[src/rtl/bcd_clock_pkg.sv]
// Shared types and BCD limits for the HH:MM:SS up-counting clock.
package bcd_clock_pkg;

  typedef enum logic [1:0] {
    RUN   = 2'd0,
    SET_H = 2'd1,
    SET_M = 2'd2,
    SET_S = 2'd3
  } mode_t;

  localparam logic [7:0] BCD_MAX_MS  = 8'h59;
  localparam logic [7:0] BCD_MAX_H24 = 8'h23;
  localparam logic [7:0] BCD_MAX_H12 = 8'h11;

endpackage

[src/rtl/bcd_clock_hms_if.sv]
// Tick/button inputs and BCD display outputs of the clock; alarm signals exist only
// when BCD_CLOCK_ALARM_EN is defined.
interface bcd_clock_hms_if;
  // ce, btn_next and btn_inc carry no handshake: ce is a one-clk strobe taken whenever
  // high, buttons are synchronised levels whose rising edges are detected inside.
  logic       ce;
  logic       btn_next;
  logic       btn_inc;
  logic [7:0] QH;
  logic [7:0] QM;
  logic [7:0] QS;
  logic [1:0] sel;
  logic       CO;
`ifdef BCD_CLOCK_ALARM_EN
  logic [7:0] al_h;
  logic [7:0] al_m;
  logic       al_on;
  logic       alarm;
`endif

  modport master (
    output ce, btn_next, btn_inc,
`ifdef BCD_CLOCK_ALARM_EN
    output al_h, al_m, al_on,
    input  alarm,
`endif
    input  QH, QM, QS, sel, CO
  );

  modport slave (
    input  ce, btn_next, btn_inc,
`ifdef BCD_CLOCK_ALARM_EN
    input  al_h, al_m, al_on,
    output alarm,
`endif
    output QH, QM, QS, sel, CO
  );
endinterface

[src/rtl/bcd_up_stage.sv]
// Two-digit BCD up-counter wrapping to 00 after `max`; wrap flags the enabled wrap cycle.
module bcd_up_stage #(
  parameter logic [7:0] INIT = 8'h00
) (
  input  logic       clk,
  input  logic       rst,
  input  logic       en,
  input  logic [7:0] max,
  output logic [7:0] q,
  output logic       wrap
);

  assign wrap = en & (q == max);

  always_ff @(posedge clk or posedge rst) begin
    if (rst) begin
      q <= INIT;
    end else if (en) begin
      if (q == max)
        q <= 8'h00;
      else if (q[3:0] == 4'd9)
        q <= {q[7:4] + 4'd1, 4'd0};
      else
        q <= {q[7:4], q[3:0] + 4'd1};
    end
  end

endmodule

[src/rtl/bcd_clock_hms.sv]
// BCD HH:MM:SS time-of-day clock with a RUN/SET_H/SET_M/SET_S button-driven set mode.
// Optional alarm comparator enabled by defining BCD_CLOCK_ALARM_EN.
module bcd_clock_hms
  import bcd_clock_pkg::*;
#(
  parameter int         HOURS_MOD = 24,
  parameter logic [7:0] INIT_H    = 8'h00,
  parameter logic [7:0] INIT_M    = 8'h00,
  parameter logic [7:0] INIT_S    = 8'h00
) (
  input logic            clk,
  input logic            rst,
  bcd_clock_hms_if.slave bus
);

  localparam logic [7:0] H_MAX = (HOURS_MOD == 12) ? BCD_MAX_H12 : BCD_MAX_H24;

  mode_t      state, state_nxt;
  logic       prev_next, prev_inc, next_p, inc_p;
  logic       run, inc_h, inc_m, inc_s;
  logic       s_en, m_en, h_en, s_wrap, m_wrap, h_wrap;
  logic [7:0] q_h, q_m, q_s;
  logic       co_q;

  assign next_p = bus.btn_next & ~prev_next;
  assign inc_p  = bus.btn_inc & ~prev_inc;

  always_ff @(posedge clk or posedge rst) begin
    if (rst) state <= RUN;
    else     state <= state_nxt;
  end

  // next_p outranks inc_p, so a simultaneous increment in a SET state is dropped.
  always_comb begin
    state_nxt = state;
    run       = 1'b0;
    inc_h     = 1'b0;
    inc_m     = 1'b0;
    inc_s     = 1'b0;
    unique case (state)
      RUN: begin
        run = 1'b1;
        if (next_p) state_nxt = SET_H;
      end
      SET_H: if (next_p) state_nxt = SET_M; else inc_h = inc_p;
      SET_M: if (next_p) state_nxt = SET_S; else inc_m = inc_p;
      SET_S: if (next_p) state_nxt = RUN;   else inc_s = inc_p;
    endcase
  end

  // In RUN the stages form a carry chain; in SET each stage wraps alone on its inc.
  assign s_en = run ? bus.ce : inc_s;
  assign m_en = run ? s_wrap : inc_m;
  assign h_en = run ? m_wrap : inc_h;

  bcd_up_stage #(.INIT(INIT_S)) u_sec (
    .clk(clk), .rst(rst), .en(s_en), .max(BCD_MAX_MS), .q(q_s), .wrap(s_wrap)
  );
  bcd_up_stage #(.INIT(INIT_M)) u_min (
    .clk(clk), .rst(rst), .en(m_en), .max(BCD_MAX_MS), .q(q_m), .wrap(m_wrap)
  );
  bcd_up_stage #(.INIT(INIT_H)) u_hour (
    .clk(clk), .rst(rst), .en(h_en), .max(H_MAX), .q(q_h), .wrap(h_wrap)
  );

  always_ff @(posedge clk or posedge rst) begin
    if (rst) begin
      prev_next <= 1'b0;
      prev_inc  <= 1'b0;
      co_q      <= 1'b0;
    end else begin
      prev_next <= bus.btn_next;
      prev_inc  <= bus.btn_inc;
      co_q      <= run & h_wrap;
    end
  end

  assign bus.QH  = q_h;
  assign bus.QM  = q_m;
  assign bus.QS  = q_s;
  assign bus.sel = state;
  assign bus.CO  = co_q;

`ifdef BCD_CLOCK_ALARM_EN
  logic alarm_q;

  always_ff @(posedge clk or posedge rst) begin
    if (rst) alarm_q <= 1'b0;
    else     alarm_q <= run & bus.al_on & (q_h == bus.al_h) & (q_m == bus.al_m);
  end

  assign bus.alarm = alarm_q;
`endif

endmodule

[src/flat_wrapper.sv]
// flat-port wrapper written by rule: the top's interface ports become plain ports
module bcd_clock_hms_flat import bcd_clock_pkg::*;
#(
  parameter int         HOURS_MOD = 24,
  parameter logic [7:0] INIT_H    = 8'h00,
  parameter logic [7:0] INIT_M    = 8'h00,
  parameter logic [7:0] INIT_S    = 8'h00
)
  (clk, rst, bus_ce, bus_btn_next, bus_btn_inc, bus_QH, bus_QM, bus_QS, bus_sel, bus_CO);
  bcd_clock_hms_if bus_i ();
  input logic clk;
  input logic rst;
  input wire logic [$bits(bus_i.ce)-1:0] bus_ce;
  input wire logic [$bits(bus_i.btn_next)-1:0] bus_btn_next;
  input wire logic [$bits(bus_i.btn_inc)-1:0] bus_btn_inc;
  output wire logic [$bits(bus_i.QH)-1:0] bus_QH;
  output wire logic [$bits(bus_i.QM)-1:0] bus_QM;
  output wire logic [$bits(bus_i.QS)-1:0] bus_QS;
  output wire logic [$bits(bus_i.sel)-1:0] bus_sel;
  output wire logic [$bits(bus_i.CO)-1:0] bus_CO;
  assign bus_i.ce = bus_ce;
  assign bus_i.btn_next = bus_btn_next;
  assign bus_i.btn_inc = bus_btn_inc;
  assign bus_QH = bus_i.QH;
  assign bus_QM = bus_i.QM;
  assign bus_QS = bus_i.QS;
  assign bus_sel = bus_i.sel;
  assign bus_CO = bus_i.CO;
  bcd_clock_hms #(.HOURS_MOD(HOURS_MOD), .INIT_H(INIT_H), .INIT_M(INIT_M), .INIT_S(INIT_S)) u_core (.clk(clk), .rst(rst), .bus(bus_i));
endmodule
[config.mk]
export PLATFORM = sky130hd
export DESIGN_NAME = bcd_clock_hms_flat
export DESIGN_NICKNAME = d
export VERILOG_FILES = /design/src/rtl/bcd_clock_pkg.sv /design/src/rtl/bcd_clock_hms_if.sv /design/src/rtl/bcd_up_stage.sv /design/src/rtl/bcd_clock_hms.sv /design/src/flat_wrapper.sv
export SDC_FILE = /design/constraint.sdc
export NUM_CORES = 1
export LEC_CHECK = 0
export CAP_MARGIN = 40
export CORE_ASPECT_RATIO = 1.1
export CORE_UTILIZATION = 45
export CTS_CLUSTER_SIZE = 24
export DETAILED_ROUTE_END_ITERATION = 7
export PLACE_DENSITY = 0.73
export RECOVER_POWER = 25
export SYNTH_ARGS = -nofsm -noshare
export SYNTH_HDL_FRONTEND = slang
export SYNTH_SLANG_ARGS = --single-unit
export TNS_END_PERCENT = 5
[constraint.sdc]
create_clock -name clk -period 2.6 [get_ports clk]
set_input_delay 0.52 -clock clk [delete_from_list [all_inputs] [get_ports clk]]
set_output_delay 0.52 -clock clk [all_outputs]
set_load 0.01 [all_outputs]
==> summary.md <==
| Metric | Value |
|---|---|
| Chip width | `59.7 um` |
| Fraction of layout cells with a size suffix above 1 | `11.6%` |
| Area Growth Syn to Fin | `28.7%` |
| IO Count | `32` |
| Most frequent cells in the layout | `29 x dfrtp_1, 28 x clkdlybuf4s50_1, 16 x o21ai_0, 16 x ha_1` |
| Async SR Flop Fraction | `100%` |
| Path type of the worst setup path | `reg2reg` |
| Mapped Avg Cell Area | `10.3 um^2` |
| Std-Cell Rows | `22` |
| Top delay family on crit path | `simple AND/OR/NAND/NOR gates` |
| RSZ-0062 raised after global routing | `false` |
| WP buf/inv | `1` |
| Syn Inst Count | `160` |
| GRT overflow | `0` |
| Post-route ant nets | `0` |
| Gpl congestion | `0.821` |
| Initial core utilization | `48.2%` |
| GRT Util Overall | `19.3%` |
| Clock skew | `0.00610 ns` |
| Slowest Stage Delay on Critical Path | `0.44 ns` |
| Die height | `65.4 um` |
| Yosys warning count | `0` |
| Largest net degree at the start of global routing | `30` |
| CP Capture Type | `register` |
| Hold buffers post-CTS | `0` |
| Num CTS Buffers | `5` |
| Violated checks | `max-capacitance violations, max-slew violations` |
| #FFs+latches synth | `29` |
| Clk_lat worst skew | `0.33 ns` |
| Leak Pwr | `0.975 nW` |
| Maximum clock rate | `473 MHz` |
| Maximum root-to-sink buffer count | `2` |
| Tmin final | `2.11 ns` |
| Footprint of the multi-input gates | `865 um^2` |
| Max-Cap Viols | `1` |
| Sinks on Clock Net | `29` |
| H-tree depth | `2` |
| Cell area after layout | `2120 um^2` |
| CTS clk-pin slew, worst paths | `0.10 ns` |
| Cell chain of the critical path | `inv_1, ha_1, and2_1, and3_4, and4_4, or2_4, mux2_4` |
| Std-Cell Core Area | `3410 um^2` |
| Syn nets | `181` |
| Vias in the first global route | `1316` |
| Post-Syn Area | `1650 um^2` |
| Register area share after synthesis | `44.1%` |
| Post-synthesis cell type count | `44` |
| Dpl hpwl | `2.48 mm` |
| Placed cells | `239` |
| 1st-pass router iterations | `4` |
| First DRT Iteration DRCs | `79` |
| Relative slew slack | `-2.58%` |
| Fin. max-slew vios | `30` |
| Number of synthesized flops with an enable pin | `0` |
| Setup TNS | `0 ns` |
| Most common cell after layout, fill and taps aside | `dfrtp_1` |
| Initial antenna violation count | `0` |
| WL per Instance | `13.4 um` |
| CP max FO | `8` |
| Dpl ws | `0.375 ns` |
| CP Data Required Time | `2.82 ns` |
| CTS tree | `yes` |
| Worst path arrival time | `2.33 ns` |
| Worst VDD drop | `496 uV` |
| Yosys top cell by area | `dfrtp_1` |
| Root Driver | `clkbuf_4` |
| Post-Layout Cell Count | `247` |
| Startpoint Class | `register` |
| Fillers | `303` |
| Synth top area cells | `dfrtp_1 44%, ha_1 12%, o21ai_0 4.9%, mux2_2 2.7%, nand2_1 2.5%` |
| DP Area | `2020 um^2` |
| Port buffer count | `31` |
| Prevailing post-synth register cell | `dfrtp_1` |
| Total Die Area | `3910 um^2` |
| Post-Route WL | `3.32 mm` |
| # nets final | `219` |
| Post-route DRC violation count | `0` |
| Tcrit/Tclk final | `81.3%` |
| Worst hold path type | `reg2reg` |
| Slew @ Worst Pin | `1.54 ns` |
| # Post-CTS Setup Buffers | `0` |
| First-pass GRT wire length | `5.68 mm` |
| Slowest-stage cell, CP | `dfrtp_1` |
| Via density | `5.26` |
| Pwr/cell area | `855 nW/um^2` |
| # setup viols final | `0` |
| CTS resizes | `0` |
| N_diodes | `0` |
| Share of the synthesized area in the top cell type | `44.1%` |
| Setup ws final | `0.485 ns` |
| Run status | `complete, but fails checks` |
| Vias | `1300` |
| Fin. Hold Viols | `0` |
| Storage element area | `726 um^2` |
## power by group
part	switching, mW	leakage (nW)	internal [mW]	total (mW)
clock	0.164	0.0552	0.298	0.461
sequential	0.131	0.368	0.552	0.683
combinational	0.304	0.551	0.363	0.668
total	0.599	0.975	1.21	1.81
## synthesized netlist by cell type, types with 2 or more instances
library cell / instances
nor2b_1: 2
and4_1: 2
nand2b_1: 2
a21oi_1: 3
o21ai_0: 16
o31ai_1: 2
nand3_1: 5
and2_1: 3
or4_1: 2
and3b_1: 3
o22ai_1: 2
o211ai_1: 2
dfrtp_1: 29
nand2_1: 11
or3_1: 3
xnor2_1: 3
nor3_1: 2
and3_1: 4
mux2_4: 2
inv_1: 10
mux2_2: 4
ha_1: 16
nor2_1: 11
## final cells by class
class / count / share of cell area, %
clock inverter: 3 / 3.07
tap: 48 / 2.83
sequential: 29 / 34.2
inverter: 10 / 1.77
clock buffer: 5 / 1.77
timing repair buffer: 34 / 15.5
multi-input combinational: 118 / 40.8
## flip-flops by register name, indices dropped and copies added, names as in the netlist
signal and count:
u_core.u_sec.q 8, u_core.bus.CO 1, u_core.bus.sel 2, u_core.prev_inc 1, u_core.u_hour.q 8, u_core.u_min.q 8, u_core.prev_next 1
## worst register-to-register path, delay by kind of cell (launching register included)
| family | cells | cell delay [ns] |
|---|---|---|
| AND/OR/NAND/NOR | 4 | 0.86 |
| flip-flops | 1 | 0.44 |
| adder cells (fa/ha/maj) | 1 | 0.30 |
| multiplexers | 1 | 0.30 |
| buffers and inverters | 1 | 0.10 |
## per-layer routing
metal	routed length [um]	share of wire [%]	up-vias	track usage (%)
met5	0	0	-	0
met4	69	2.1	0	10.2
met3	125	3.8	7	4.13
met2	1690	51	30	32.5
met1	1430	43	626	22.6
li1	-	-	637	-
## per-stage QoR
stage	util (%)	hold slack [ns]	total power, mW
6_report	62.1	0.535	1.81
5_1_grt	62.1	0.560	1.94
4_1_cts	62.2	0.543	1.84
3_5_place_dp	59.2	0.532	1.37
3_3_place_gp	59.2	0.501	1.32
2_1_floorplan	-	0.527	1.05
## path summary, 6_finish.rpt
kind                                                start  slack (ns)  cells past startpoint                             end
max                         u_core.bus.sel[0]$_DFFE_PP0P_        0.49                      7  u_core.u_hour.q[1]$_DFFE_PP0P_
min                        u_core.u_hour.q[6]$_DFFE_PP0P_        0.54                      1  u_core.u_hour.q[6]$_DFFE_PP0P_
max reg2reg                 u_core.bus.sel[0]$_DFFE_PP0P_        0.49                      7  u_core.u_hour.q[1]$_DFFE_PP0P_
min reg2reg                u_core.u_hour.q[6]$_DFFE_PP0P_        0.54                      1  u_core.u_hour.q[6]$_DFFE_PP0P_
max in group asynchronous                             rst        0.55                      3       u_core.prev_inc$_DFF_PP0_
min in group asynchronous                             rst        1.15                      3   u_core.u_min.q[7]$_DFFE_PP0P_
## kinds of logic after synthesis
group | after synthesis | synth area share (%)
xor gates and xnor gates | 4 | 2.13
buffers and inverters | 13 | 3.42
DFF | 29 | 44.1
adders and majority gates | 16 | 12.2
and+or+nand+nor | 60 | 21.4
AOI/OAI and AO/OA | 32 | 12.3
muxes | 6 | 4.56
No activity file was read; power rests on OpenSTA's default activity.
